$ cat src/rtl/if_mem_ctrl.sv
// Instruction-fetch memory controller.
// Turns a 32-bit instruction fetch from the IF stage into four byte reads
// from a byte-wide RAM. The four bytes are assembled little-endian into
// ram_data, and ram_ready pulses for one cycle when the word is complete.
//
// Optional feature: define IF_LAST_HIT_EN to add a one-entry last-fetch
// buffer. A repeat fetch of the last completed address is then answered
// without touching the RAM.
//
// Ports:
//   clk        single clock, rising edge
//   reset_n    synchronous active-low reset
//   ram_read   fetch request, held with ram_addr stable until ram_ready
//   ram_addr   byte address of the requested instruction
//   ram_ready  one-cycle pulse, ram_data valid
//   ram_data   assembled instruction, held until the next completion
//   mem_a      registered byte address to the RAM
//   mem_din    RAM read data, valid one cycle after mem_a
//   mem_wr     RAM write strobe, always 0
module if_mem_ctrl (
    input  logic        clk,
    input  logic        reset_n,
    input  logic        ram_read,
    input  logic [31:0] ram_addr,
    output logic        ram_ready,
    output logic [31:0] ram_data,
    output logic [31:0] mem_a,
    input  logic [7:0]  mem_din,
    output logic        mem_wr
);

    localparam int unsigned CNT_W = 3;

    typedef enum logic [1:0] {
        IDLE  = 2'd0,
        FETCH = 2'd1,
        DONE  = 2'd2
    } state_t;

    state_t           state;
    logic [CNT_W-1:0] cnt;
    logic [31:0]      req_addr;
    logic [7:0]       capt0;
    logic [7:0]       capt1;
    logic [7:0]       capt2;

`ifdef IF_LAST_HIT_EN
    logic [31:0]      last_addr;
    logic [31:0]      last_data;
    logic             last_valid;
`endif

    // The controller never writes the instruction RAM.
    assign mem_wr = 1'b0;

    // Fetch sequencer. cnt counts the edges after E0. Addresses +1..+3 go
    // out on cnt 0..2, and bytes come back one cycle behind on cnt 1..4.
    always_ff @(posedge clk) begin
        if (!reset_n) begin
            state     <= IDLE;
            cnt       <= '0;
            req_addr  <= '0;
            ram_ready <= 1'b0;
            ram_data  <= '0;
            mem_a     <= '0;
            capt0     <= '0;
            capt1     <= '0;
            capt2     <= '0;
`ifdef IF_LAST_HIT_EN
            last_addr  <= '0;
            last_data  <= '0;
            last_valid <= 1'b0;
`endif
        end else begin
            ram_ready <= 1'b0;
            case (state)
                IDLE: begin
                    if (ram_read) begin
`ifdef IF_LAST_HIT_EN
                        if (last_valid && (ram_addr == last_addr)) begin
                            // Repeat fetch: answer from the buffer and leave mem_a alone.
                            ram_ready <= 1'b1;
                            ram_data  <= last_data;
                            state     <= DONE;
                        end else
`endif
                        begin
                            req_addr <= ram_addr;
                            mem_a    <= ram_addr;
                            cnt      <= '0;
                            state    <= FETCH;
                        end
                    end
                end

                FETCH: begin
                    if (!ram_read) begin
                        // The request was withdrawn, so the captured bytes are dropped.
                        cnt   <= '0;
                        state <= IDLE;
                    end else if (ram_addr != req_addr) begin
                        // The PC moved (flush): restart the fetch at the new address.
                        req_addr <= ram_addr;
                        mem_a    <= ram_addr;
                        cnt      <= '0;
                    end else begin
                        cnt <= cnt + CNT_W'(1);
                        case (cnt)
                            3'd0: mem_a <= req_addr + 32'd1;
                            3'd1: begin
                                mem_a <= req_addr + 32'd2;
                                capt0 <= mem_din;
                            end
                            3'd2: begin
                                mem_a <= req_addr + 32'd3;
                                capt1 <= mem_din;
                            end
                            3'd3: capt2 <= mem_din;
                            default: begin
                                ram_ready <= 1'b1;
                                ram_data  <= {mem_din, capt2, capt1, capt0};
                                cnt       <= '0;
                                state     <= DONE;
`ifdef IF_LAST_HIT_EN
                                last_addr  <= req_addr;
                                last_data  <= {mem_din, capt2, capt1, capt0};
                                last_valid <= 1'b1;
`endif
                            end
                        endcase
                    end
                end

                // ram_read is ignored here because it still carries the stale PC.
                DONE: state <= IDLE;

                default: state <= IDLE;
            endcase
        end
    end

endmodule

$ cat config.mk
export PLATFORM = sky130hd
export DESIGN_NAME = if_mem_ctrl
export DESIGN_NICKNAME = d
export VERILOG_FILES = /design/src/rtl/if_mem_ctrl.sv
export SDC_FILE = /design/constraint.sdc
export NUM_CORES = 1
export LEC_CHECK = 0
export ABC_AREA = 1
export BUFFER_PORTS_ARGS = -buffer_cell sky130_fd_sc_hd__buf_2
export CORE_ASPECT_RATIO = 1.75
export CORE_MARGIN = 1.5
export CORE_UTILIZATION = 57
export DETAILED_ROUTE_END_ITERATION = 6
export PLACE_DENSITY = 0.78
export SYNTH_ARGS = -nofsm -noshare
export SYNTH_HDL_FRONTEND = slang
export SYNTH_SLANG_ARGS = --single-unit
$ cat constraint.sdc
create_clock -name clk -period 2.9 [get_ports clk]
set_input_delay 0.58 -clock clk [delete_from_list [all_inputs] [get_ports clk]]
set_output_delay 0.58 -clock clk [all_outputs]
set_load 0.1 [all_outputs]
==> flow_summary_export.csv, run 1 <==
group,metric,value,unit
critical_path,critical_path_class,"flip-flop to flip-flop",
critical_path,crit_family,"simple AND/OR/NAND/NOR gates",
place,numPortBuffers,107,
clock_tree,tritoncts_clock_tree,"built",
grt,grt_first_pass_wirelength,33.7,mm
synth,yosysUniqueCellTypes,32,
finish,most-common-layout-cells,"254 x nand2_1, 141 x nor2_1, 126 x dfxtp_1",
critical_path,critPathRequiredTime,3.22,ns
timing,timing_worst_slew_pin_value,0.717,ns
timing,skew,0.00913,ns
synth,synth.yosys.warnings,0,
critical_path,worst_reg2reg_path_endpoint,"mem_a[12]",
die,die_x,86.2,um
finish,fin_util,0.681,
die,die-area,0.0128,sq mm
timing,slew-limit-headroom,0.522,
timing,final.setup.tns,0,ns
synth,synth_area,0.00690,sq mm
grt,grt-ovfl-total,0,
timing,final-max-slew-violation-count,0,
finish,design.final.nets,1213,
power,cellInternalPower,3.11,mW
routing,totalWireLength,21.2,mm
synth,synth-seq-cells,126,
critical_path,rrSetupSlack,0.30,ns
timing,timing.final.setup_violations,0,
die,ios,109,
power,power.ir.vdd_worst,428,uV
grt,number_of_global_route_vias_before_repair,6889,
clock_tree,worst_skew_pair.late_latency,0.42,ns
critical_path,r2r_cells,16,
critical_path,worst-path-buf-inv,4,
grt,antenna_found_initial,0,
finish,nFillCells,1160,
critical_path,critical_path.startpoint_type,"flip-flop",
clock_tree,max-clock-path-buffers,2,
routing,detail_route.vias_per_cell,5.46,
clock_tree,clock_transition_at_the_registers_of_the_reported_paths,0.06,ns
die,coreArea,0.0119,sq mm
clock_tree,cts.repair.resized,0,
synth,synthesis.area_per_instance,6.49,sq um
clock_tree,htree_levels,4,
synth,mappedNetlistNets,1113,
clock_tree,postCtsHoldBufs,0,
power,static-leakage-power,3.71,nW
place,gp_congestion,0.976,
routing,detail-route-antenna-nets,0,
finish,areaGrowthSynthToFinish,17.8,%
clock_tree,cts_made_buffers,17,
clock_tree,clkSinkCount,126,
die,fp-row-count,53,
critical_path,worstPathMaxFanout,5,
power,swShare,0.328,
routing,routed-via-count,7169,
finish,layout-drive-gt1-share,0.165,
critical_path,critical_path_depth,16,
routing,detail_route.first_pass.iterations,7,
place,hpwl,16.1,mm
power,power.sequential.fraction,0.403,
finish,final_common_cell,"nand2_1",
timing,min_cycle_time_layout,2.60,ns
timing,max_clock_freq,0.385,GHz
timing,timing.final.crit_share,0.895,
critical_path,cp_cell_sequence,"inv_1, ha_1, nand2_1, nand2_1, nand2_1, inv_1, ha_1, inv_1, nand3_1, nand3_1, nor2_1, xor2_1, o21ai_0, nand2_1, inv_1, nor2_1",
routing,drc_violation_count_after_routing,0,
critical_path,critical_path.reg2reg.startpoint,"cnt[0]",
critical_path,critical_path.slowest_cell,"nor2_1",
critical_path,crit_arrival,2.91,ns
grt,grt_max_degree,47,
critical_path,crit_path_max_incr_delay,0.35,ns
routing,wl_per_cell,16.2,um
critical_path,worstSetupEndpointType,"flip-flop",
die,initial_core_util,0.578,
clock_tree,cts_setup_buffers,0,
timing,hold_violations,0,
run,drv_cap,0,
critical_path,timing.critical_path.to,"mem_a[12]",
power,p_switching,1.52,mW
finish,antennaDiodeCount,0,
synth,synth-seq-area-share,0.365,
power,power_density,569,mW/mm^2
routing,drt_iter0_markers,427,
grt,grt_usage,0.343,
die,die-height,149,um
status,status,"finished clean",
power,pwr-share-comb,0.151,
worst_hold_path,holdCritPathClass,"primary input to flip-flop",
synth,post_synth_inst_count,1063,
timing,rsz0062_at_grt,"false",
critical_path,critical_path.startpoint,"cnt[0]",
power,pwr-share-clk,0.445,
clock_tree,cts_root_buffer,"clkbuf_16",
[flip-flops by register name, indices dropped and copies added (netlist names)]
register   count
req_addr      32
capt2          8
state          2
cnt            3
capt1          8
ram_data      32
capt0          8
ram_ready      1
mem_a         32
[power by group through the flow]
stage,sequential (mW),combinational (mW),clock [mW]
global placement,1.90,0.689,0
CTS,1.86,0.699,2.08
global route,1.87,0.760,2.16
detailed placement,1.90,0.697,0
finish,1.87,0.701,2.06
floorplan,2.10,0.315,0
[cells in the mapped netlist (all sizes together)]
library cell | instances | share of area
o21ai | 112 | 0.081
ha | 7 | 0.013
a31oi | 1 | 0.00091
nor2 | 150 | 0.087
nand3b | 1 | 0.0011
xor2 | 18 | 0.023
nand4 | 16 | 0.015
nand2 | 258 | 0.14
a211oi | 5 | 0.0091
inv | 117 | 0.064
dfxtp | 126 | 0.37
nand3 | 69 | 0.053
nor4 | 1 | 0.00091
clkinv | 1 | 0.00054
nor3b | 2 | 0.0036
buf | 24 | 0.023
a21oi | 102 | 0.074
clkbuf | 26 | 0.015
nor3 | 7 | 0.0058
conb | 1 | 0.00054
xnor2 | 19 | 0.024
[cell type report]
cell class | instances | area [sq um] | share of cell area
multi-input cells | 769 | 3680 | 0.453
inverters | 118 | 443 | 0.0545
flip-flops and latches | 126 | 2520 | 0.310
well taps | 137 | 171 | 0.0211
clock inverters | 15 | 146 | 0.0180
repair buffers | 131 | 741 | 0.0911
clock buffers | 17 | 425 | 0.0523
[worst register-to-register path, delay by kind of cell (launching register included)]
kind | cells | cell delay (ns)
DFF | 1 | 0.34
buffers and inverters | 4 | 0.30
AOI/OAI and AO/OA | 1 | 0.27
xor gates and xnor gates | 1 | 0.12
adders and majority gates | 2 | 0.32
and+or+nand+nor | 8 | 1.16
[metrics by stage]
step | hold slack [ns] | power [mW] | setup slack [ns] | instance area, sq um | instances
after floorplan | 0.420 | 2.42 | 0.863 | 6900 | 1063
after global placement | 0.426 | 2.59 | 0.320 | 7560 | 1281
after detailed placement | 0.431 | 2.60 | 0.347 | 7560 | 1281
after CTS | 0.431 | 4.64 | 0.317 | 8130 | 1313
after global routing | 0.449 | 4.80 | 0.0896 | 8130 | 1313
final | 0.437 | 4.63 | 0.304 | 8130 | 1313
[kinds of logic (layout without fill, tap and decap cells)]
| kind of cell | after synthesis | after routing | synth area share |
|---|---|---|---|
| simple gates | 504 | 504 | 0.308 |
| compound gates | 220 | 220 | 0.165 |
| buf+inv | 168 | 281 | 0.102 |
| flops | 126 | 126 | 0.365 |
| xor+xnor | 37 | 37 | 0.0469 |
| fa+ha+maj | 7 | 7 | 0.0127 |
| other cells | 1 | 1 | 0.000543 |
[per-layer routing]
metal | vias to the layer above | track usage | routed length (um)
li1 | 3598 | - | -
met1 | 3183 | 0.325 | 7400
met2 | 284 | 0.636 | 11100
met3 | 104 | 0.0566 | 999
met4 | 0 | 0.264 | 1710
met5 | - | 0 | 0
[worst min-delay path by stage]
stage                 start            to  slack [ns]  cells after the start
2_1_floorplan      capt0[0]      capt0[0]        0.42                      2
3_3_place_gp       capt2[6]      capt2[6]        0.43                      2
3_5_place_dp       capt2[4]      capt2[4]        0.43                      2
4_1_cts        ram_addr[31]  req_addr[31]        0.43                      3
5_1_grt        ram_addr[18]  req_addr[18]        0.45                      3
6_report        ram_addr[8]   req_addr[8]        0.44                      3
Note: power is estimated with default switching activity, not from simulation.
==> inputs of run 2 (changes only) <==
Settings changed: BUFFER_PORTS_ARGS -buffer_cell sky130_fd_sc_hd__buf_2 to -buffer_cell sky130_fd_sc_hd__clkbuf_2, CTS_CLUSTER_SIZE set to 8, SLEW_MARGIN set to 15.
==> run 2 against run 1 <==
  * Utilization down 0.084 points
  * Count of clock-buffer cells in the layout unchanged
  * First-iteration DRC count shrank 13%
  * Sequential share of layout area hardly changed
  * Cell area shrank 0.12%
==> flow_summary_export.csv, run 2 (same netlist as run 1, synthesis figures left out) <==
group,metric,value,unit
power,total_power_of_the_final_layout,4.71,mW
finish,antennaDiodeCount,0,
finish,biggestRegsByFlops,"mem_a (32), ram_data (32), req_addr (32)",
timing,hold_violations,0,
timing,min_cycle_time_layout,2.47,ns
worst_hold_path,hold_depth,3,
critical_path,worstPathMaxFanout,5,
finish,nFillCells,1110,
clock_tree,worst_skew_pair.late_latency,0.42,ns
routing,routed-via-count,7052,
timing,max_clock_freq,0.405,GHz
finish,final_design_instance_area_without_fill,0.00812,sq mm
routing,detail-route-antenna-nets,0,
finish,ff_latch_area,0.00252,sq mm
power,static-leakage-power,3.66,nW
clock_tree,postCtsHoldBufs,0,
routing,detail_route.first_pass.iterations,5,
power,power.sequential.fraction,0.397,
die,die_x,86.2,um
routing,totalWireLength,20.4,mm
grt,grt_max_degree,63,
routing,detail_route.vias_per_cell,5.39,
power,cellInternalPower,3.20,mW
clock_tree,cts_setup_buffers,0,
critical_path,critical_path.reg2reg.startpoint,"cnt[0]",
place,gp_congestion,1.00,
finish,count_of_placed_standard_cells_in_the_final_layout_fillers_left_out,1308,
critical_path,critical_path.startpoint,"cnt[0]",
place,cell_area_placed,0.00752,sq mm
status,status,"finished clean",
routing,drc_violation_count_after_routing,0,
power,pwr-share-clk,0.458,
timing,rsz0062_at_grt,"false",
timing,timing.final.crit_share,0.851,
finish,most-common-layout-cells,"254 x nand2_1, 141 x nor2_1, 126 x dfxtp_1",
clock_tree,tritoncts_clock_tree,"built",
clock_tree,clock_transition_at_the_registers_of_the_reported_paths,0.07,ns
die,coreArea,0.0119,sq mm
grt,grt-ovfl-total,0,
power,power_density,580,mW/mm^2
timing,final.setup.tns,0,ns
grt,antenna_found_initial,0,
place,place_inst,1276,
power,power.ir.vdd_worst,407,uV
die,fp-row-count,53,
power,p_switching,1.52,mW
timing,timing.final.setup_violations,0,
worst_hold_path,holdCritPathClass,"primary input to flip-flop",
finish,areaGrowthSynthToFinish,17.6,%
worst_hold_path,min-delay-start,"ram_addr[31]",
clock_tree,htree_levels,4,
critical_path,r2r_cells,20,
clock_tree,cts_made_buffers,17,
finish,multi_input_area,0.00368,sq mm
timing,skew,0.0116,ns
timing,slew-limit-headroom,0.527,
finish,layout-drive-gt1-share,0.161,
die,die-area,0.0128,sq mm
grt,number_of_global_route_vias_before_repair,6720,
timing,final-max-slew-violation-count,0,
grt,grt_usage,0.332,
run,drv_cap,0,
critical_path,worstSetupEndpointType,"flip-flop",
critical_path,critical_path_class,"flip-flop to flip-flop",
timing,timing_worst_slew_pin_value,0.709,ns
critical_path,critPathRequiredTime,3.21,ns
routing,wl_per_cell,15.6,um
clock_tree,clkSinkCount,126,
finish,design.final.nets,1208,
critical_path,crit_arrival,2.78,ns
clock_tree,max-clock-path-buffers,2,
die,initial_core_util,0.578,
die,ios,109,
critical_path,critical_path.startpoint_type,"flip-flop",
routing,drt_iter0_markers,371,
place,numPortBuffers,107,
power,pwr-share-comb,0.145,
grt,grt_first_pass_wirelength,32.7,mm
clock_tree,cts.repair.resized,0,
place,hpwl,15.4,mm
finish,final_common_cell,"nand2_1",
die,die-height,149,um
power,swShare,0.322,
clock_tree,cts_root_buffer,"clkbuf_16",
-- run 2: layout make-up --
class,instances,share of cell area
Sequential cell,126,0.311
Multi-Input combinational cell,769,0.453
Tap cell,137,0.0211
Clock buffer,17,0.0524
Inverter,118,0.0545
Timing Repair Buffer,126,0.0866
Clock inverter,15,0.0214
-- run 2: routing by layer --
layer | up-vias | track usage | part of all wire
li1 | 3597 | - | -
met1 | 3167 | 0.315 | 0.36
met2 | 216 | 0.638 | 0.54
met3 | 72 | 0.0488 | 0.038
met4 | 0 | 0.220 | 0.064
met5 | - | 0 | 0
-- run 2: path summary, 6_finish.rpt --
kind | end | slack [ns]
max | mem_a[30] | 0.43
min | req_addr[31] | 0.42
max reg2reg | mem_a[30] | 0.43
min reg2reg | capt2[6] | 0.44
-- run 2: power by group through the flow --
| stage | combinational (mW) | clock, mW | sequential [mW] |
|---|---|---|---|
| after floorplan | 0.315 | 0 | 2.10 |
| after global placement | 0.677 | 0 | 1.90 |
| after detailed placement | 0.683 | 0 | 1.90 |
| after CTS | 0.686 | 2.18 | 1.87 |
| after global routing | 0.751 | 2.26 | 1.88 |
| final | 0.686 | 2.16 | 1.87 |
-- run 2: metrics by stage --
stage	setup WS (ns)	utilization	hold slack (ns)
floorplan	0.863	-	0.420
global placement	0.445	0.630	0.428
detailed placement	0.429	0.630	0.432
CTS	0.466	0.680	0.416
global route	0.194	0.680	0.445
finish	0.431	0.680	0.424
-- run 2: worst max-delay path: stages, from the launching register on --
cell and delay, ns:
dfxtp_1 0.36, inv_1 0.09, ha_1 0.22, nand2_1 0.15, nand2_1 0.12, nand2_1 0.07, inv_1 0.05, ha_1 0.17
inv_1 0.06, nand3_1 0.12, nand3_1 0.27, nor2_1 0.07, buf_4 0.17, nand2_1 0.06, nand2_1 0.04, nand2_1 0.05
nand2_1 0.05, o21ai_0 0.08, nand2_1 0.06, inv_1 0.06, nor2_1 0.03
==> inputs of run 3 (changes only) <==
Settings changed: CORE_UTILIZATION 57 to 50, PLACE_DENSITY 0.78 to 0.7.
==> run 3 against run 2 <==
  * Cell area is 0.74% higher
  * Non-clock buffer count is 2 higher
  * Global-route usage shrank 3.2 points
  * Highest routed layer unchanged
  * Sequential cell count did not move
  * Critical endpoint unchanged
==> flow_summary_export.csv, run 3 (same netlist as run 1, synthesis figures left out) <==
group,metric,value,unit
status,status,"finished clean",
power,pwr-share-clk,0.468,
grt,grt_first_pass_wirelength,33.4,mm
power,total_power_of_the_final_layout,4.80,mW
clock_tree,htree_levels,4,
critical_path,worst_path_most_repeated_cell,"nand2_1",
clock_tree,worst_skew_pair.late_latency,0.42,ns
critical_path,critical_path_class,"flip-flop to flip-flop",
critical_path,critical_path.startpoint,"cnt[0]",
clock_tree,postCtsHoldBufs,0,
die,initial_core_util,0.513,
grt,gr-usage-met3,0.0468,
critical_path,critical_path.startpoint_type,"flip-flop",
place,place_inst,1315,
critical_path,crit_family,"simple AND/OR/NAND/NOR gates",
critical_path,critical_path.slowest_cell,"dfxtp_1",
finish,antennaDiodeCount,0,
power,power.sequential.fraction,0.389,
critical_path,cp_cell_sequence,"inv_1, ha_1, nand2_1, nand2_1, nand2_1, inv_1, ha_1, inv_1, nand3_1, nand3_1, nor2_1, buf_4, nand2_1, nand2_1, nand2_1, nand2_1, o21ai_0, nand2_1, inv_1, nor2_1",
finish,design.final.nets,1210,
power,power_density,587,mW/mm^2
place,cell_area_placed,0.00757,sq mm
finish,layout-drive-gt1-share,0.162,
grt,antenna_found_initial,0,
grt,grt-ovfl-total,0,
timing,timing.final.setup_violations,0,
timing,hold_violations,0,
timing,final.setup.tns,0,ns
power,power.ir.vdd_worst,418,uV
critical_path,worstPathMaxFanout,5,
routing,detail-route-antenna-nets,0,
worst_hold_path,min-delay-start,"ram_addr[31]",
grt,grt_max_degree,100,
routing,drc_violation_count_after_routing,0,
grt,number_of_global_route_vias_before_repair,6612,
timing,timing_worst_slew_pin_value,0.830,ns
place,hpwl,16.0,mm
finish,biggestRegsByFlops,"mem_a (32), ram_data (32), req_addr (32)",
finish,multi_input_area,0.00368,sq mm
finish,areaGrowthSynthToFinish,18.5,%
critical_path,critPathRequiredTime,3.21,ns
critical_path,crit_arrival,2.66,ns
die,die_x,91.8,um
power,swShare,0.304,
routing,wl_per_cell,15.6,um
power,pwr-share-comb,0.143,
die,die-area,0.0145,sq mm
routing,routed-via-count,7055,
critical_path,worst-path-buf-inv,5,
power,p_switching,1.46,mW
routing,detail_route.first_pass.iterations,6,
clock_tree,tritoncts_clock_tree,"built",
die,coreArea,0.0135,sq mm
critical_path,worstSetupEndpointType,"flip-flop",
clock_tree,cts_setup_buffers,0,
finish,final_common_cell,"nand2_1",
timing,timing.final.crit_share,0.810,
timing,final-max-slew-violation-count,0,
finish,nFillCells,1406,
grt,grt_usage,0.300,
place,numPortBuffers,107,
finish,fin_util,0.608,
power,static-leakage-power,3.67,nW
clock_tree,clock_transition_at_the_registers_of_the_reported_paths,0.06,ns
die,die-height,158,um
timing,min_cycle_time_layout,2.35,ns
grt,most_crowded_layer_after_global_routing,"met2",
die,fp-row-count,56,
finish,count_of_placed_standard_cells_in_the_final_layout_fillers_left_out,1347,
timing,rsz0062_at_grt,"false",
routing,detail_route.vias_per_cell,5.24,
clock_tree,cts_made_buffers,17,
place,gp_congestion,1.01,
grt,grtUsageMet1,0.289,
timing,skew,0.0111,ns
clock_tree,max-clock-path-buffers,2,
power,cellInternalPower,3.34,mW
grt,grt.met2_usage,0.584,
die,ios,109,
critical_path,critical_path.reg2reg.startpoint,"cnt[0]",
timing,max_clock_freq,0.426,GHz
routing,totalWireLength,21.0,mm
routing,drt_iter0_markers,288,
worst_hold_path,holdCritPathClass,"primary input to flip-flop",
finish,final_design_instance_area_without_fill,0.00818,sq mm
timing,slew-limit-headroom,0.447,
finish,most-common-layout-cells,"254 x nand2_1, 141 x nor2_1, 126 x dfxtp_1",
critical_path,crit_path_max_incr_delay,0.36,ns
clock_tree,cts_root_buffer,"clkbuf_16",
clock_tree,clkSinkCount,126,
run,drv_cap,0,
clock_tree,cts.repair.resized,0,
finish,ff_latch_area,0.00252,sq mm
run 3: changes by cell type in the layout (fill, tap and decap cells not counted), sizes merged:
cell,previous run,this run
inv,126,123
buf,19,21
bufinv,1,3
clkbuf,124,125
run 3: routing by layer:
metal | vias up | routed length [um] | part of all wire
li1 | 3594 | - | -
met1 | 3194 | 7660 | 0.36
met2 | 198 | 11400 | 0.54
met3 | 69 | 740 | 0.035
met4 | 0 | 1240 | 0.059
met5 | - | 0 | 0
run 3: layout make-up:
| class | instances | share of cell area |
|---|---|---|
| clock buffer | 18 | 0.0525 |
| multi-input combinational | 769 | 0.450 |
| sequential | 126 | 0.308 |
| clock inverter | 14 | 0.0222 |
| inverter | 118 | 0.0541 |
| tap | 174 | 0.0266 |
| timing repair buffer | 128 | 0.0863 |
run 3: path summary, 6_finish.rpt:
kind                                     end  slack, ns  depth (start not counted)
worst max-delay path               mem_a[30]       0.55                         20
worst min-delay path            req_addr[31]       0.44                          3
worst max register to register     mem_a[30]       0.55                         20
worst min register to register      capt2[7]       0.44                          2
run 3: power by group through the flow:
| stage | Combinational [mW] | Clock (mW) | Sequential [mW] |
|---|---|---|---|
| after floorplan | 0.315 | 0 | 2.10 |
| after global placement | 0.679 | 0 | 1.90 |
| after detailed placement | 0.686 | 0 | 1.90 |
| after CTS | 0.688 | 2.28 | 1.87 |
| after global routing | 0.750 | 2.35 | 1.88 |
| final | 0.686 | 2.24 | 1.87 |
run 3: worst register-to-register path, cell delays in order (launching register included):
cell,delay (ns)
dfxtp_1,0.36
inv_1,0.10
ha_1,0.22
nand2_1,0.15
nand2_1,0.11
nand2_1,0.07
inv_1,0.05
ha_1,0.16
inv_1,0.06
nand3_1,0.11
nand3_1,0.21
nor2_1,0.07
buf_4,0.17
nand2_1,0.06
nand2_1,0.04
nand2_1,0.05
nand2_1,0.04
o21ai_0,0.07
nand2_1,0.06
inv_1,0.05
nor2_1,0.03
run 3: metrics by stage:
step	setup slack [ns]	hold WS (ns)
floorplan	0.863	0.420
global placement	0.430	0.429
detailed placement	0.417	0.434
CTS	0.572	0.423
global route	0.246	0.448
finish	0.550	0.436
